<file path="config.mk">
export PLATFORM = sky130hd
export DESIGN_NAME = load_store_unit_flat
export DESIGN_NICKNAME = d
export VERILOG_FILES = /design/src/rtl/load_store_unit_if.sv /design/src/rtl/load_store_unit.sv /design/src/flat_wrapper.sv
export SDC_FILE = /design/constraint.sdc
export NUM_CORES = 1
export LEC_CHECK = 0
export ABC_AREA = 0
export CAP_MARGIN = 20
export CORE_UTILIZATION = 41
export DETAILED_ROUTE_END_ITERATION = 12
export PLACE_DENSITY = 0.76
export SLEW_MARGIN = 20
export SYNTH_ARGS = -nofsm -noshare
export SYNTH_HDL_FRONTEND = slang
export SYNTH_SLANG_ARGS = --single-unit
</file>
<file path="constraint.sdc">
create_clock -name clk -period 3.6 [get_ports clk]
set_clock_uncertainty 0.1 [all_clocks]
set_input_delay 0.36 -clock clk [delete_from_list [all_inputs] [get_ports clk]]
set_output_delay 0.36 -clock clk [all_outputs]
set_load 0.01 [all_outputs]
</file>
<file path="src/rtl/load_store_unit_if.sv">
// rtl/load_store_unit_if.sv - data-memory request/response bus between the LSU and memory
interface load_store_unit_if;
  logic        bus_req_valid;
  logic        bus_req_ready;
  logic [31:0] bus_req_addr;
  logic        bus_req_write;
  logic [31:0] bus_req_wdata;
  logic [3:0]  bus_req_wstrb;
  logic        bus_rsp_valid;
  logic [31:0] bus_rsp_rdata;

  modport master (
    output bus_req_valid, bus_req_addr, bus_req_write, bus_req_wdata, bus_req_wstrb,
    input  bus_req_ready, bus_rsp_valid, bus_rsp_rdata
  );

  modport slave (
    input  bus_req_valid, bus_req_addr, bus_req_write, bus_req_wdata, bus_req_wstrb,
    output bus_req_ready, bus_rsp_valid, bus_rsp_rdata
  );
endinterface

</file>
<file path="src/rtl/load_store_unit.sv">
// rtl/load_store_unit.sv - RV32I load/store stage: bus handshake, lane alignment, load extension, faults
module load_store_unit #(
  parameter int unsigned TIMEOUT_CYCLES = 255
) (
  input  logic               clk,
  input  logic               rst,
  input  logic               mem_read,
  input  logic               mem_write,
  input  logic [2:0]         func3,
  input  logic [31:0]        addr,
  input  logic [31:0]        store_data,
  output logic [31:0]        load_data,
  output logic               stall,
  output logic               fault,
  output logic [1:0]         fault_cause,
  load_store_unit_if.master  bus
);

  typedef enum logic [2:0] {IDLE, REQ, RESP, DONE, FAULT} state_t;

  // Counter compare value: the abort happens on the edge where the count would reach TIMEOUT_CYCLES.
  localparam logic [15:0] TMO_LAST = 16'(TIMEOUT_CYCLES - 1);

  state_t      state;
  logic [15:0] tmo_cnt;
  logic [2:0]  lat_func3;
  logic [1:0]  lat_off;

  logic        access;
  logic        legal_f3;
  logic        misaligned;
  logic        timeout_hit;
  logic [31:0] wdata_lane;
  logic [3:0]  wstrb_lane;
  logic [7:0]  rsp_byte;
  logic [15:0] rsp_half;
  logic [31:0] load_ext;

  assign access      = mem_read | mem_write;
  assign timeout_hit = (tmo_cnt == TMO_LAST);
  assign stall       = ((state == IDLE) && access) || (state == REQ) || (state == RESP);

  // Decode the incoming instruction: legality, alignment and store lane placement.
  always_comb begin
    legal_f3   = 1'b0;
    misaligned = 1'b0;
    wdata_lane = store_data;
    wstrb_lane = 4'b1111;
    if (mem_write) legal_f3 = func3 inside {3'b000, 3'b001, 3'b010};
    else           legal_f3 = func3 inside {3'b000, 3'b001, 3'b010, 3'b100, 3'b101};
    if (func3[1:0] == 2'b01) misaligned = addr[0];
    if (func3[1:0] == 2'b10) misaligned = (addr[1:0] != 2'b00);
    case (func3[1:0])
      2'b00: begin
        wdata_lane = {4{store_data[7:0]}};
        wstrb_lane = 4'b0001 << addr[1:0];
      end
      2'b01: begin
        wdata_lane = {2{store_data[15:0]}};
        wstrb_lane = 4'b0011 << addr[1:0];
      end
      default: begin
        wdata_lane = store_data;
        wstrb_lane = 4'b1111;
      end
    endcase
  end

  // Pick the addressed byte/half out of the read word and extend it per the latched funct3.
  always_comb begin
    rsp_byte = bus.bus_rsp_rdata[{lat_off, 3'b000} +: 8];
    rsp_half = lat_off[1] ? bus.bus_rsp_rdata[31:16] : bus.bus_rsp_rdata[15:0];
    case (lat_func3)
      3'b000:  load_ext = {{24{rsp_byte[7]}}, rsp_byte};
      3'b001:  load_ext = {{16{rsp_half[15]}}, rsp_half};
      3'b100:  load_ext = {24'd0, rsp_byte};
      3'b101:  load_ext = {16'd0, rsp_half};
      default: load_ext = bus.bus_rsp_rdata;
    endcase
  end

  // Access sequencer with registered bus request, load result and fault pulse.
  always_ff @(posedge clk or posedge rst) begin
    if (rst) begin
      state             <= IDLE;
      tmo_cnt           <= 16'd0;
      lat_func3         <= 3'b000;
      lat_off           <= 2'b00;
      load_data         <= 32'd0;
      fault             <= 1'b0;
      fault_cause       <= 2'b00;
      bus.bus_req_valid <= 1'b0;
      bus.bus_req_addr  <= 32'd0;
      bus.bus_req_write <= 1'b0;
      bus.bus_req_wdata <= 32'd0;
      bus.bus_req_wstrb <= 4'b0000;
    end else begin
      fault <= 1'b0;
      case (state)
        IDLE: begin
          if (access) begin
            lat_func3 <= func3;
            lat_off   <= addr[1:0];
            if ((mem_read && mem_write) || !legal_f3) begin
              state       <= FAULT;
              fault       <= 1'b1;
              fault_cause <= 2'b11;
            end else if (misaligned) begin
              state       <= FAULT;
              fault       <= 1'b1;
              fault_cause <= 2'b01;
            end else begin
              state             <= REQ;
              tmo_cnt           <= 16'd0;
              bus.bus_req_valid <= 1'b1;
              bus.bus_req_addr  <= {addr[31:2], 2'b00};
              bus.bus_req_write <= mem_write;
              bus.bus_req_wdata <= mem_write ? wdata_lane : 32'd0;
              bus.bus_req_wstrb <= mem_write ? wstrb_lane : 4'b0000;
            end
          end
        end
        REQ: begin
          if (timeout_hit) begin
            state             <= FAULT;
            fault             <= 1'b1;
            fault_cause       <= 2'b10;
            bus.bus_req_valid <= 1'b0;
          end else begin
            tmo_cnt <= tmo_cnt + 16'd1;
            if (bus.bus_req_ready) begin
              state             <= RESP;
              bus.bus_req_valid <= 1'b0;
            end
          end
        end
        RESP: begin
          if (timeout_hit) begin
            state       <= FAULT;
            fault       <= 1'b1;
            fault_cause <= 2'b10;
          end else begin
            tmo_cnt <= tmo_cnt + 16'd1;
            if (bus.bus_rsp_valid) begin
              state <= DONE;
              if (!bus.bus_req_write) load_data <= load_ext;
            end
          end
        end
        DONE:    state <= IDLE;
        FAULT:   state <= IDLE;
        default: state <= IDLE;
      endcase
    end
  end

endmodule

</file>
<file path="src/flat_wrapper.sv">
// flat-port wrapper written by rule: the top's interface ports become plain ports
module load_store_unit_flat 
#(
  parameter int unsigned TIMEOUT_CYCLES = 255
)
  (clk, rst, mem_read, mem_write, func3, addr, store_data, load_data, stall, fault, fault_cause, bus_bus_req_valid, bus_bus_req_addr, bus_bus_req_write, bus_bus_req_wdata, bus_bus_req_wstrb, bus_bus_req_ready, bus_bus_rsp_valid, bus_bus_rsp_rdata);
  load_store_unit_if bus_i ();
  input  logic clk;
  input  logic rst;
  input  logic mem_read;
  input  logic mem_write;
  input  logic [2:0] func3;
  input  logic [31:0] addr;
  input  logic [31:0] store_data;
  output logic [31:0] load_data;
  output logic stall;
  output logic fault;
  output logic [1:0] fault_cause;
  output wire logic [$bits(bus_i.bus_req_valid)-1:0] bus_bus_req_valid;
  output wire logic [$bits(bus_i.bus_req_addr)-1:0] bus_bus_req_addr;
  output wire logic [$bits(bus_i.bus_req_write)-1:0] bus_bus_req_write;
  output wire logic [$bits(bus_i.bus_req_wdata)-1:0] bus_bus_req_wdata;
  output wire logic [$bits(bus_i.bus_req_wstrb)-1:0] bus_bus_req_wstrb;
  input wire logic [$bits(bus_i.bus_req_ready)-1:0] bus_bus_req_ready;
  input wire logic [$bits(bus_i.bus_rsp_valid)-1:0] bus_bus_rsp_valid;
  input wire logic [$bits(bus_i.bus_rsp_rdata)-1:0] bus_bus_rsp_rdata;
  assign bus_bus_req_valid = bus_i.bus_req_valid;
  assign bus_bus_req_addr = bus_i.bus_req_addr;
  assign bus_bus_req_write = bus_i.bus_req_write;
  assign bus_bus_req_wdata = bus_i.bus_req_wdata;
  assign bus_bus_req_wstrb = bus_i.bus_req_wstrb;
  assign bus_i.bus_req_ready = bus_bus_req_ready;
  assign bus_i.bus_rsp_valid = bus_bus_rsp_valid;
  assign bus_i.bus_rsp_rdata = bus_bus_rsp_rdata;
  load_store_unit #(.TIMEOUT_CYCLES(TIMEOUT_CYCLES)) u_core (.clk(clk), .rst(rst), .mem_read(mem_read), .mem_write(mem_write), .func3(func3), .addr(addr), .store_data(store_data), .load_data(load_data), .stall(stall), .fault(fault), .fault_cause(fault_cause), .bus(bus_i));
endmodule
</file>
==> flow_results.org <==
** Place
- The congestion estimate from routability-driven global placement came to about 0.86.
- Number of placed instances, taps included :: roughly 1,000
- The count of buffers added on input and output ports is roughly 210.
- Minimum setup slack after placement :: roughly 0.74 ns
- Detailed placement ended at an HPWL of between 10 and 15 mm.

** Setup path
- Data on the critical path is required at its endpoint by about 3.8 ns.
- On the worst path, the slowest cell contributes a delay of slightly below 0.9 ns.
- Critical path buffer and inverter count :: 0
- Cell type of the slowest stage on the worst timing path :: sky130_fd_sc_hd__a2111oi_4
- In this run the worst path has a maximum fanout of 25.
- By startpoint and endpoint, the worst setup path is classified as reg2reg.
- The worst setup path is captured at a register.
- On the critical path the largest part of the delay comes from compound AO/OA/AOI/OAI gates.
- Data arrival at the endpoint of the critical path :: between 2 and 3 ns
- Worst setup SP type :: register
- CP Cell Sequence :: mux2_2, nor2_1, a2111oi_4, a21oi_1, o21ai_2

** Yosys
- Number of register bits inferred by synthesis :: about 130
- The average instance in the mapped netlist occupies between 9 and 10 sq um.
- Share of synthesized area occupied by flip-flops and latches :: a little over half
- Unique cell type count in the Yosys netlist :: 50
- Most frequent cells after synthesis :: 168 x sky130_fd_sc_hd__nand2_1, 127 x sky130_fd_sc_hd__dfrtp_1, 55 x sky130_fd_sc_hd__a21oi_1
- In this run, synthesis inferred 0 flip-flops with an integrated enable.
- Instance count of the mapped netlist :: 674
- After synthesis, the cell types taking the most area are sky130_fd_sc_hd__dfrtp_1 52%, sky130_fd_sc_hd__nand2_1 10%, sky130_fd_sc_hd__a21oi_1 4.5%, sky130_fd_sc_hd__mux2i_1 4.1%, sky130_fd_sc_hd__o21ai_0 4.0%.
- Number of warnings printed during yosys synthesis :: 0
- The top cell type by area accounts for between 50% and 60% of the synthesized area.
- Library cell with the highest instance count after synthesis :: sky130_fd_sc_hd__nand2_1
- Post-synthesis cell type with the largest combined area :: sky130_fd_sc_hd__dfrtp_1
- Counting flops with an async set or reset pin after synthesis yields a share of 100%.
- Main flop type after synthesis :: sky130_fd_sc_hd__dfrtp_1
- Post-synthesis cell area :: just over 6000 sq um

** Layout
- The post-route netlist has 7.75% of its cells at a drive strength greater than 1.
- Final antenna diode count :: 0
- Synth-to-Final Area Change :: 45.3%
- Fin nets :: 971
- Count of placed standard cells in the final layout, fillers left out :: approximately 1,100

** STA
- RSZ-0062 raised after global routing :: false
- Setup total negative slack on the finished layout was measured at 0 ns.
- Final Cycle Share :: 72.3%
- In the post-route analysis, the smallest setup slack over all paths is 0.996 ns.
- For the pin with the worst max-slew slack, the measured transition is 1.03 ns.
- Final Hold Vio Count :: 0
- Worst relative slew slack :: a little under a third
- Across all hold checks on the routed design, the worst slack comes to about 0.36 ns.
- Shortest period the worst path allows :: around 2.6 ns
- Setup violations remaining at the end of the flow were counted as 0.
- Based on the critical path, the design can be clocked at up to slightly below 400 MHz.
- Number of max-slew violations in the final report :: 0

** Drt
- The first routing iteration left 445 violations.
- The first detailed-routing pass ran for 5 iterations.
- Overall via count from detail_route :: 5,651
- Summed over all layers, the routed wires come to approximately 18 mm.
- # DRC :: 0
- After detailed routing, the number of vias per cell comes to between 5 and 6.
- Count of antenna-violating nets left after detailed routing :: 0
- Detailed-route wire length per cell :: 16.6 microns

** Clock network
- Buffer depth of the longest clock path :: 2
- Clock root cell :: sky130_fd_sc_hd__clkbuf_16
- CTS H-Tree Depth :: 4
- Buffers inserted during clock tree synthesis total 17.
- Post-CTS Setup Inserts :: 0
- TritonCTS built the clock tree.
- At the later pin of the worst-skew pair, clock insertion delay measures 0.42 ns.
- For this design, the CTS-stage hold fixing added 0 buffers.
- For this design, the sink count on the clock tree is about 130.
- Gates resized during post-CTS repair numbered 0.
- Clock-pin slew of the registers on the worst-case setup and hold paths :: around 0.060 ns

** Floorplan
- Die extent in y :: roughly 120 microns
- roughly 210 I/O pins were placed.
- Placement Rows :: 44
- The total area inside the core boundary comes to 14,500 sq um.
- The floorplan step defined a die boundary enclosing around 15,000 sq um.
- Initial standard-cell utilization of the core :: a little over two fifths
- The die is ~120 microns wide.

** Power
- The completed layout was analyzed and its total power is 7060 uW.
- Static leakage :: between 0.003 and 0.004 uW
- Largest voltage drop on the vdd net :: 0.000483 V
- Power per standard cell area :: 795 nW/um^2

** Global route
- Maximum number of pins on one net before global-route repair :: 128
- Overall overflow remaining after global route :: 0
- Wire length of the first global-routing pass :: 27.2 mm
- For this run, the total global-route usage over all layers was measured as about 23%.
- The via count of the first global-routing pass came to ~5,300.
- The number of antenna violations at the first check in global routing came to 0.

** Worst hold path
- In this run the worst hold path is classified as in2reg.

** Flow run
- Across the run, the number of max-cap violations was 0.

** Outcome
- The run finished with clean final reports.
-- logic make-up after synthesis --
family	Yosys count	share of synthesized area (%)
muxes	30	5.02
and+or+nand+nor	259	18.9
AOI/OAI and AO/OA	192	18.7
DFF	127	52.0
adders and majority gates	2	0.409
other	1	0.0614
buffers and inverters	63	4.91
-- worst reg2reg max path, delay by kind of cell (launching register included) --
family | cells | cell delay [ns]
AO/OA/AOI/OAI | 3 | 1.21
multiplexers | 1 | 0.34
AND/OR/NAND/NOR | 1 | 0.07
flip-flops | 1 | 0.82
-- through the flow --
stage	instance area, sq um	util (%)
after CTS	8880	61.1
after detailed placement	8290	57.0
after floorplan	6120	-
final	8880	61.1
after global placement	8290	57.0
after global routing	8880	61.1
-- where the power goes --
part / internal, uW / switching, uW / total [uW]
clock: 1060 / 648 / 1710
sequential: 1990 / 447 / 2440
combinational: 1480 / 1430 / 2910
-- area by class of cell --
class,count,area [sq um]
sequential,127,3180
inverter,18,71.3
fill,1252,5660
multi-input combinational,485,2650
timing repair buffer,215,2160
tap,184,230
clock inverter,12,133
clock buffer,20,457
-- layout by cell type, fill, tap and decap left out, types with 3 or more instances in the layout --
| master | count |
|---|---|
| sky130_fd_sc_hd__o21ai_0 | 49 |
| sky130_fd_sc_hd__and2_1 | 3 |
| sky130_fd_sc_hd__a21oi_1 | 55 |
| sky130_fd_sc_hd__buf_4 | 5 |
| sky130_fd_sc_hd__a22o_1 | 8 |
| sky130_fd_sc_hd__and3_1 | 4 |
| sky130_fd_sc_hd__clkbuf_16 | 17 |
| sky130_fd_sc_hd__o31ai_1 | 13 |
| sky130_fd_sc_hd__nor2_1 | 28 |
| sky130_fd_sc_hd__nand4_1 | 8 |
| sky130_fd_sc_hd__nand2_1 | 168 |
| sky130_fd_sc_hd__clkinv_2 | 3 |
| sky130_fd_sc_hd__a31oi_1 | 13 |
| sky130_fd_sc_hd__dfrtp_1 | 127 |
| sky130_fd_sc_hd__a211oi_1 | 3 |
| sky130_fd_sc_hd__inv_1 | 17 |
| sky130_fd_sc_hd__nand3_1 | 7 |
| sky130_fd_sc_hd__mux2_2 | 5 |
| sky130_fd_sc_hd__o21ai_2 | 8 |
| sky130_fd_sc_hd__clkinvlp_4 | 4 |
| sky130_fd_sc_hd__o21ai_1 | 24 |
| sky130_fd_sc_hd__o22ai_1 | 8 |
| sky130_fd_sc_hd__mux2i_1 | 25 |
| sky130_fd_sc_hd__or2_2 | 8 |
| sky130_fd_sc_hd__or4_1 | 3 |
| sky130_fd_sc_hd__clkdlybuf4s50_1 | 208 |
| sky130_fd_sc_hd__inv_6 | 3 |
| sky130_fd_sc_hd__nand2b_1 | 11 |
| sky130_fd_sc_hd__nor3_1 | 5 |
-- sequential cells by signal, summed over array words and instances, names as in the netlist --
| signal | cells |
|---|---|
| u_core.bus.bus_req_wdata | 32 |
| u_core.load_data | 32 |
| u_core.bus.bus_req_addr | 30 |
| u_core.tmo_cnt | 16 |
| u_core.bus.bus_req_wstrb | 4 |
| u_core.lat_func3 | 3 |
| u_core.state | 3 |
| u_core.fault_cause | 2 |
| u_core.lat_off | 2 |
| u_core.bus.bus_req_valid | 1 |
| u_core.bus.bus_req_write | 1 |
| u_core.fault | 1 |
-- per-layer routing --
| layer | wire length [microns] | vias to the layer above | global-route usage, % |
|---|---|---|---|
| li1 | - | 2721 | - |
| met1 | 7580 | 2674 | 30.5 |
| met2 | 8070 | 218 | 34.9 |
| met3 | 1470 | 38 | 6.91 |
| met4 | 505 | 0 | 10.6 |
| met5 | 0 | - | 0 |
-- path summary, 6_finish.rpt --
kind / from / end / slack [ns] / depth (start not counted)
setup reg to reg: u_core.lat_off[1]$_DFFE_PP0P_ / u_core.load_data[20]$_DFFE_PP0P_ / 1.0 / 5
min in group asynchronous: rst / u_core.load_data[20]$_DFFE_PP0P_ / 0.40 / 3
hold / removal: addr[22] / u_core.bus.bus_req_addr[22]$_DFFE_PP0P_ / 0.36 / 3
setup / recovery: u_core.lat_off[1]$_DFFE_PP0P_ / u_core.load_data[20]$_DFFE_PP0P_ / 1.0 / 5
max in group asynchronous: rst / u_core.bus.bus_req_addr[8]$_DFFE_PP0P_ / 2.46 / 3
hold reg to reg: u_core.bus.bus_req_wstrb[1]$_DFFE_PP0P_ / u_core.bus.bus_req_wstrb[1]$_DFFE_PP0P_ / 0.37 / 2
Power figures use the tool's default switching activity.
